## src/rtl/sort_chunk_feeder.sv

```systemverilog
// Packs a serial record stream into 2^P_LOG-lane chunks for the merge sorting network,
// pads short final chunks with PAD_KEY, and issues chunks under credit control.
// Optional statistics outputs STAT_CHUNKS/STAT_PADS are enabled by defining SORT_FEEDER_STAT_EN.
module sort_chunk_feeder #(
  parameter int P_LOG = 4,
  parameter int DATW = 64,
  parameter int KEYW = 32,
  parameter int CREDITS = 4,
  parameter logic [KEYW-1:0] PAD_KEY = {KEYW{1'b1}},
  localparam int N = 1 << P_LOG,
  localparam int CW = $clog2(CREDITS + 1)
) (
  input  logic              CLK,
  input  logic              RST,
  input  logic [DATW-1:0]   DIN,
  input  logic              DIN_VALID,
  input  logic              DIN_LAST,
  output logic              DIN_READY,
  output logic [DATW*N-1:0] NET_DIN,
  output logic              NET_DINEN,
  output logic              CHUNK_LAST,
  input  logic              CRD_RET,
  output logic [CW-1:0]     CREDIT_CNT,
  output logic              BUSY,
  output logic              CRD_ERR
`ifdef SORT_FEEDER_STAT_EN
  ,
  output logic [31:0]       STAT_CHUNKS,
  output logic [31:0]       STAT_PADS
`endif
);

  typedef enum logic [1:0] {FILL, PAD, ISSUE} state_t;

  localparam logic [P_LOG-1:0] LAST_LANE = P_LOG'(N - 1);
  localparam logic [CW-1:0]    CRED_MAX  = CW'(CREDITS);
  localparam logic [DATW-1:0]  PAD_REC   = DATW'(PAD_KEY);

  state_t           state;
  logic [P_LOG-1:0] idx;
  logic             last_flag;
  logic             xfer;
  logic             issue;

  assign DIN_READY  = (state == FILL);
  assign xfer       = DIN_VALID & DIN_READY;
  // The issue pulse is taken straight from registered state so a chunk goes out
  // in the very cycle ISSUE is entered whenever a credit is available.
  assign issue      = (state == ISSUE) && (CREDIT_CNT != '0);
  assign NET_DINEN  = issue;
  assign CHUNK_LAST = issue & last_flag;
  assign BUSY       = (state != FILL) || (idx != '0);

  // NOTE: all state below is updated with non-blocking assignments so every
  // register samples the pre-edge values regardless of statement order.
  always_ff @(posedge CLK) begin
    if (RST) begin
      state     <= FILL;
      idx       <= '0;
      last_flag <= 1'b0;
      // NOTE: the lane register is reset deliberately; NET_DIN must read zero after reset.
      NET_DIN   <= '0;
    end else begin
      case (state)
        FILL: begin
          if (xfer) begin
            NET_DIN[DATW*int'(idx) +: DATW] <= DIN;
            idx <= idx + 1'b1;
            if (idx == LAST_LANE) begin
              state     <= ISSUE;
              last_flag <= DIN_LAST;
            end else if (DIN_LAST) begin
              state <= PAD;
            end
          end
        end
        PAD: begin
          for (int i = 0; i < N; i++) begin
            if (i >= int'(idx)) NET_DIN[DATW*i +: DATW] <= PAD_REC;
          end
          last_flag <= 1'b1;
          state     <= ISSUE;
        end
        ISSUE: begin
          if (issue) begin
            idx   <= '0;
            state <= FILL;
          end
        end
        default: state <= FILL;
      endcase
    end
  end

  // A return that would push the count past CREDITS is dropped and flagged.
  always_ff @(posedge CLK) begin
    if (RST) begin
      CREDIT_CNT <= CRED_MAX;
      CRD_ERR    <= 1'b0;
    end else begin
      case ({issue, CRD_RET})
        2'b10: CREDIT_CNT <= CREDIT_CNT - 1'b1;
        2'b01: begin
          if (CREDIT_CNT == CRED_MAX) CRD_ERR <= 1'b1;
          else CREDIT_CNT <= CREDIT_CNT + 1'b1;
        end
        default: ;
      endcase
    end
  end

`ifdef SORT_FEEDER_STAT_EN
  localparam logic [P_LOG:0] N_LANES = (P_LOG + 1)'(N);
  logic [P_LOG:0] pad_lanes;

  always_ff @(posedge CLK) begin
    if (RST) begin
      pad_lanes   <= '0;
      STAT_CHUNKS <= '0;
      STAT_PADS   <= '0;
    end else begin
      if (state == PAD) pad_lanes <= N_LANES - {1'b0, idx};
      else if (xfer && idx == LAST_LANE) pad_lanes <= '0;
      if (issue) begin
        STAT_CHUNKS <= STAT_CHUNKS + 32'd1;
        STAT_PADS   <= STAT_PADS + 32'(pad_lanes);
      end
    end
  end
`endif

endmodule

```

## config.mk

```make
export PLATFORM = sky130hd
export DESIGN_NAME = sort_chunk_feeder
export DESIGN_NICKNAME = d
export VERILOG_FILES = /design/src/rtl/sort_chunk_feeder.sv
export SDC_FILE = /design/constraint.sdc
export NUM_CORES = 2
export LEC_CHECK = 0
export ABC_AREA = 1
export ABC_CLOCK_PERIOD_IN_PS = 6000
export BUFFER_PORTS_ARGS = -buffer_cell sky130_fd_sc_hd__buf_2
export CORE_AREA = 2 2 425 427
export CTS_CLUSTER_DIAMETER = 80
export DETAILED_ROUTE_END_ITERATION = 8
export DIE_AREA = 0 0 427 429
export PLACE_DENSITY_LB_ADDON = 0.25
export SETUP_SLACK_MARGIN = 0.2
export SKIP_LAST_GASP = 1
export SYNTH_ARGS = -nofsm -noshare
export SYNTH_HDL_FRONTEND = slang
export SYNTH_SLANG_ARGS = --single-unit
```

## constraint.sdc

```tcl
create_clock -name CLK -period 6 [get_ports CLK]
set_clock_uncertainty 0.05 [all_clocks]
set_input_delay 1.8 -clock CLK [delete_from_list [all_inputs] [get_ports CLK]]
set_output_delay 1.8 -clock CLK [all_outputs]
set_load 0.02 [all_outputs]
```

Word-level counts from Yosys, hierarchy flattened --
Cells that the tools add are included.
Word-level totals: output and inout bits 1032, word-level logic and storage cells 131, flip-flop bits (word level) 1035, input bits 69
Cells by class: $add $sub $neg 4, bitwise logic cells 2, magnitude comparators 15, reduce and logical (&&, ||, !) cells 30, equality and inequality tests 26, shift operators 2, muxes and demuxes 31
Operators by type and width (number):
- $pmux W1024 S2 | 1
- $bwmux W1024 | 1
- $mux W1024 | 1
- $shift A64 B33 Y1024 const A | 1
- $shiftx A64 B33 Y1024 | 1
- $mux W64 | 15
- $reduce_and A3 Y1 | 18
- $ne A2 B2 Y1 const B | 17
- $neg A10 Y33 | 1
- $ge A4 B4 Y1 const A | 7
- $ge A3 B4 Y1 const A | 4
- $ge A1 B4 Y1 const A | 2
- $ge A2 B4 Y1 const A | 2
- $mux W2 | 4
- $mux W4 | 2
- $pmux W4 S2 | 1
- $reduce_bool A2 Y1 | 4
- $pmux W2 S3 | 1
- $pmux W3 S2 | 1
- $reduce_and A2 Y1 | 3
- $add A4 B1 Y4 const B | 1
- $eq A2 B1 Y1 const B | 2
- $eq A2 B2 Y1 const B | 2
- $eq A4 B4 Y1 const B | 1
- other kinds (14) | 17

Longest topological paths before layout --
word-level depth 5, gate-level depth with buffers 16, gate-level depth less buffers 13

Worst setup path after synthesis --
Ideal clock, no wire load.
kind reg-to-output, start register idx[0], end output port BUSY, arrival time 1669 ps, setup slack 2481 ps, stages on the path, launching flop included 8, buffers on the path 2, data required time 4150 ps, cells stage by stage dfxtp_1 inv_2 buf_1 buf_1 ha_1 nand2_2 inv_1 nand2_1
Between the ends: longest elaborated chain between the ends 2
Ends and longest elaborated chain:
- start, declared | RTL line 40 | logic [P_LOG-1:0] idx;
- start signal, assigned | RTL line 68 | idx <= idx + 1'b1;
- $reduce_bool A4 Y1 | RTL line 52 | assign BUSY = (state != FILL) || (idx != '0);
- $logic_or A1 B1 Y1 | RTL line 52
- end, declared | RTL line 24 | output logic BUSY,
No other way between the ends.

Final worst setup path --
start register idx[1], end register NET_DIN[978]
Between the ends: longest elaborated chain between the ends 5, elaborated cells on any way between the ends 6, classes of those cells add/sub: 1; shift: 2; mux: 3
Ends and longest elaborated chain:
- $neg A10 Y33 (*) | RTL line 67 | NET_DIN[DATW*int'(idx) +: DATW] <= DIN;
- $shiftx A64 B33 Y1024 / $shift A64 B33 Y1024 (equally long branches) | RTL line 67
- $bwmux W1024 (*) | RTL line 67
- $mux W1024 (*) | RTL line 66 | if (xfer) begin
- $pmux W1024 S2 (*) | RTL line 64 | case (state)
- end, declared | RTL line 19 | output logic [DATW*N-1:0] NET_DIN,
Every way passes the cells marked *; elsewhere a longest branch is shown, timed or not. The select of a mux whose other input is x is not followed. A chain may end at the register's enable or synchronous reset.

==> metrics.md <==
| Metric | Value |
|---|---|
| Compound-cell area share of the yosys netlist | `0.1764` |
| Crit path DAT | `5.27 ns` |
| Reg2Reg Setup Slack | `1.38 ns` |
| CP Launch Type | `register` |
| Average cell area after synthesis | `7.297 um^2` |
| Drc violations | `0` |
| TritonCTS clock tree | `done` |
| Unrepaired setup endpoints after global routing | `no` |
| Slew Limit Fails | `0` |
| Run status | `completed` |
| Crit. End Element | `register` |
| Syn_nets | `5822` |
| DRT antenna net count | `0` |
| Pin count of the biggest net entering global routing | `~150` |
| Vias after detailed routing | `44860` |
| CTS root buf | `clkbuf_16` |
| Share of post-route cells with drive strength above 1 | `0.2234` |
| Final hold slack | `about 0.4 ns` |
| Clock slew at reported path FFs | `0.06 ns` |
| DP Cell Count | `a little under 9000` |
| Max Cap Violations | `0` |
| Worst R2R End | `NET_DIN[978]$_SDFFE_PP0P_` |
| Final hold vios | `0` |
| Worst hold path depth | `2` |
| Clock share of power | `0.420` |
| Worst path required time | `about 6.7 ns` |
| CTS Hold Bufs | `0` |
| DRT Wirelength | `~240000 um` |
| Detailed Route Iter0 Violations | `3909` |
| Via density per instance | `4.965` |
| Endpoints failing setup | `0` |
| VDD IR max | `228.9 uV` |
| Worst Setup Path Type | `register to register` |
| # port buffers | `1100` |
| I/O pin count | `1101` |
| Most frequent cells in the layout | `buf_2 (1099), nor2_1 (1069), dfxtp_1 (1034), nand2_1 (878), a21oi_1 (769)` |
| Post-synthesis mux area share | `0` |
| Logic gate share of total power | `0.194` |
| Area growth syn-to-layout | `28.03%` |
| WL per Instance | `26.70 um` |
| Final period util | `0.7698` |
| # clock sinks | `about 1000` |
| Synth unique cells | `39` |
| Most common cell after layout, fill and taps aside | `buf_2` |
| Relative slew margins | `0.2120` |
| Post-synthesis xor/xnor area fraction | `0` |
| Setup tns final | `0 ns` |
| Initial antenna violation count | `19` |
| Power per Cell Area | `360.7 mW/mm^2` |
| Starting Density | `0.2355` |
| First-pass DRT Iterations | `6` |
| Die W | `427 um` |
| Fmax | `216.5 MHz` |
| Synthesis-stage register bit count | `1035` |
| Die Ht | `429 um` |
| Total CTS buffers | `132` |
| Vias in the first global route | `roughly 42000` |
| H-tree level count | `4` |
| Core Util, Final | `0.3015` |
| Worst r2r src | `idx[1]$_SDFFE_PP0P_` |
| Clock network latency to the later pin of the worst-skew pair | `0.79 ns` |
| CP max FO | `42` |
| Core Box Area | `0.1780 mm^2` |
| Cell Area, Synth | `~0.042 mm^2` |
| Worst R2R Path Depth | `11` |
| Setup bufs post-CTS | `0` |
| NetSw | `6.593 mW` |
| Row cnt | `155` |
| Ys Warns | `0` |
| Final nets | `6644` |
| First-pass GRT wire length | `331400 um` |
| Resized Gates After CTS | `0` |
| Final GP Congestion | `a little under 0.9` |
| Fillers | `19650` |
| DP HPWL | `173000 um` |
| Switching share of total power | `0.3405` |
| Total track usage | `0.2518` |
| Mapped Cells | `5746` |
| Gr ovfl total | `0` |
| LEAKAGE | `~24 nW` |
| Internal Pwr Total | `12.77 mW` |
| Simple-gate area share of the yosys netlist | `0.2566` |
| Fin cells | `9034` |
| Synth Area in Adders | `0.002268` |
| Sequential share of power | `0.386` |
| Worst-margin pin slew | `1.179 ns` |
| Hold path start | `NET_DIN[210]$_SDFFE_PP0P_` |
| Min-delay worst type | `register to register` |
| Max clock buf depth | `3` |
| Largest family of logic cells by synthesized area | `simple AND/OR/NAND/NOR gates` |
| Seq/Total Area, Yosys | `0.4942` |
| Die Area | `0.1832 mm^2` |
| Tmin final | `4.619 ns` |
| Hold endpoint | `NET_DIN[210]$_SDFFE_PP0P_` |
[sequential cells by signal, summed over array words and instances, names as in the netlist]
register / cells
CRD_ERR: 1
idx: 4
NET_DIN: 1024
CREDIT_CNT: 3
last_flag: 1
state: 2
[layout make-up]
cell class / count / area (um^2) / area share
sequential: 1035 / 20720 / 0.3860
multi-input combinational: 4001 / 18510 / 0.3448
timing repair buffer: 1194 / 6321 / 0.1178
clock buffer: 187 / 3791 / 0.07063
tap: 2355 / 2947 / 0.05489
inverter: 204 / 779.5 / 0.01452
clock inverter: 45 / 578.1 / 0.01077
antenna: 13 / 32.53 / 0.0006060
[power by group through the flow]
| stage | clock [mW] | combinational (mW) | sequential, mW |
|---|---|---|---|
| after global placement | 0 | 3.80 | 7.60 |
| final | 8.13 | 3.76 | 7.47 |
| after CTS | 8.28 | 3.81 | 7.47 |
| after global routing | 8.55 | 4.01 | 7.51 |
| after floorplan | 0 | 1.59 | 8.04 |
| after detailed placement | 0 | 3.80 | 7.61 |
[kinds of logic (layout without fill, tap and decap cells)]
family,count (synthesis),count (layout)
other,0,13
adder cells (fa/ha/maj),7,7
AO/OA/AOI/OAI,1419,1419
AND/OR/NAND/NOR,2575,2575
flip-flops,1035,1035
buffers and inverters,710,1630
[Yosys cell counts, drive strengths merged]
cell,instances,share of area
nor3,70,0.0086
a22oi,33,0.0059
nand2,903,0.082
nor2,1090,0.099
nand4,78,0.012
o21ai,576,0.069
a2111oi,1,0.00021
nor4,1,0.00030
nand3b,41,0.0073
o21a,1,0.00018
nand3,390,0.047
and3,1,0.00015
ha,6,0.0018
a21boi,1,0.00027
o211a,31,0.0074
clkinv,3,0.00027
a21oi,774,0.093
fa,1,0.00048
inv,201,0.018
dfxtp,1035,0.49
or2,1,0.00015
clkbuf,299,0.027
a211oi,2,0.00036
buf,207,0.025
[layer usage]
layer	share of wire	track usage
met1	0.39	0.2967
met2	0.47	0.4157
met3	0.069	0.05707
met4	0.066	0.1493
met5	0.00046	0
[worst max-delay path, stage by stage (launching register included)]
cell and delay, ns:
dfxtp_1 0.46, inv_2 0.13, ha_4 0.19, inv_2 0.06
nand2_2 0.07, nand2_4 0.45, inv_4 0.38, nor2_4 0.75
nand2_1 0.51, inv_1 0.98, a21oi_1 0.15, a21oi_1 0.20
[how the worst max path moves through the flow]
stage | cells after the start | from | slack [ns] | end
final | 11 | idx[1]$_SDFFE_PP0P_ | 1.38 | NET_DIN[978]$_SDFFE_PP0P_
after global routing | 11 | idx[1]$_SDFFE_PP0P_ | 1.02 | NET_DIN[972]$_SDFFE_PP0P_
after CTS | 6 | state[0]$_SDFFE_PP0P_ | 1.25 | CHUNK_LAST
after detailed placement | 10 | DIN_VALID | 1.25 | NET_DIN[422]$_SDFFE_PP0P_
after global placement | 10 | DIN_VALID | 1.30 | NET_DIN[429]$_SDFFE_PP0P_
after floorplan | 7 | idx[0]$_SDFFE_PP0P_ | 2.48 | BUSY
[stage by stage]
stage          power, mW  worst slack [ns]  cell area (um^2)
2_1_floorplan      9.636             2.481             41930
3_3_place_gp       11.40             1.300             49280
3_5_place_dp       11.42             1.246             49280
4_1_cts            19.56             1.253             53650
5_1_grt            20.07             1.024             53660
6_report           19.36             1.381             53680
(Power assumes the default switching activity.)
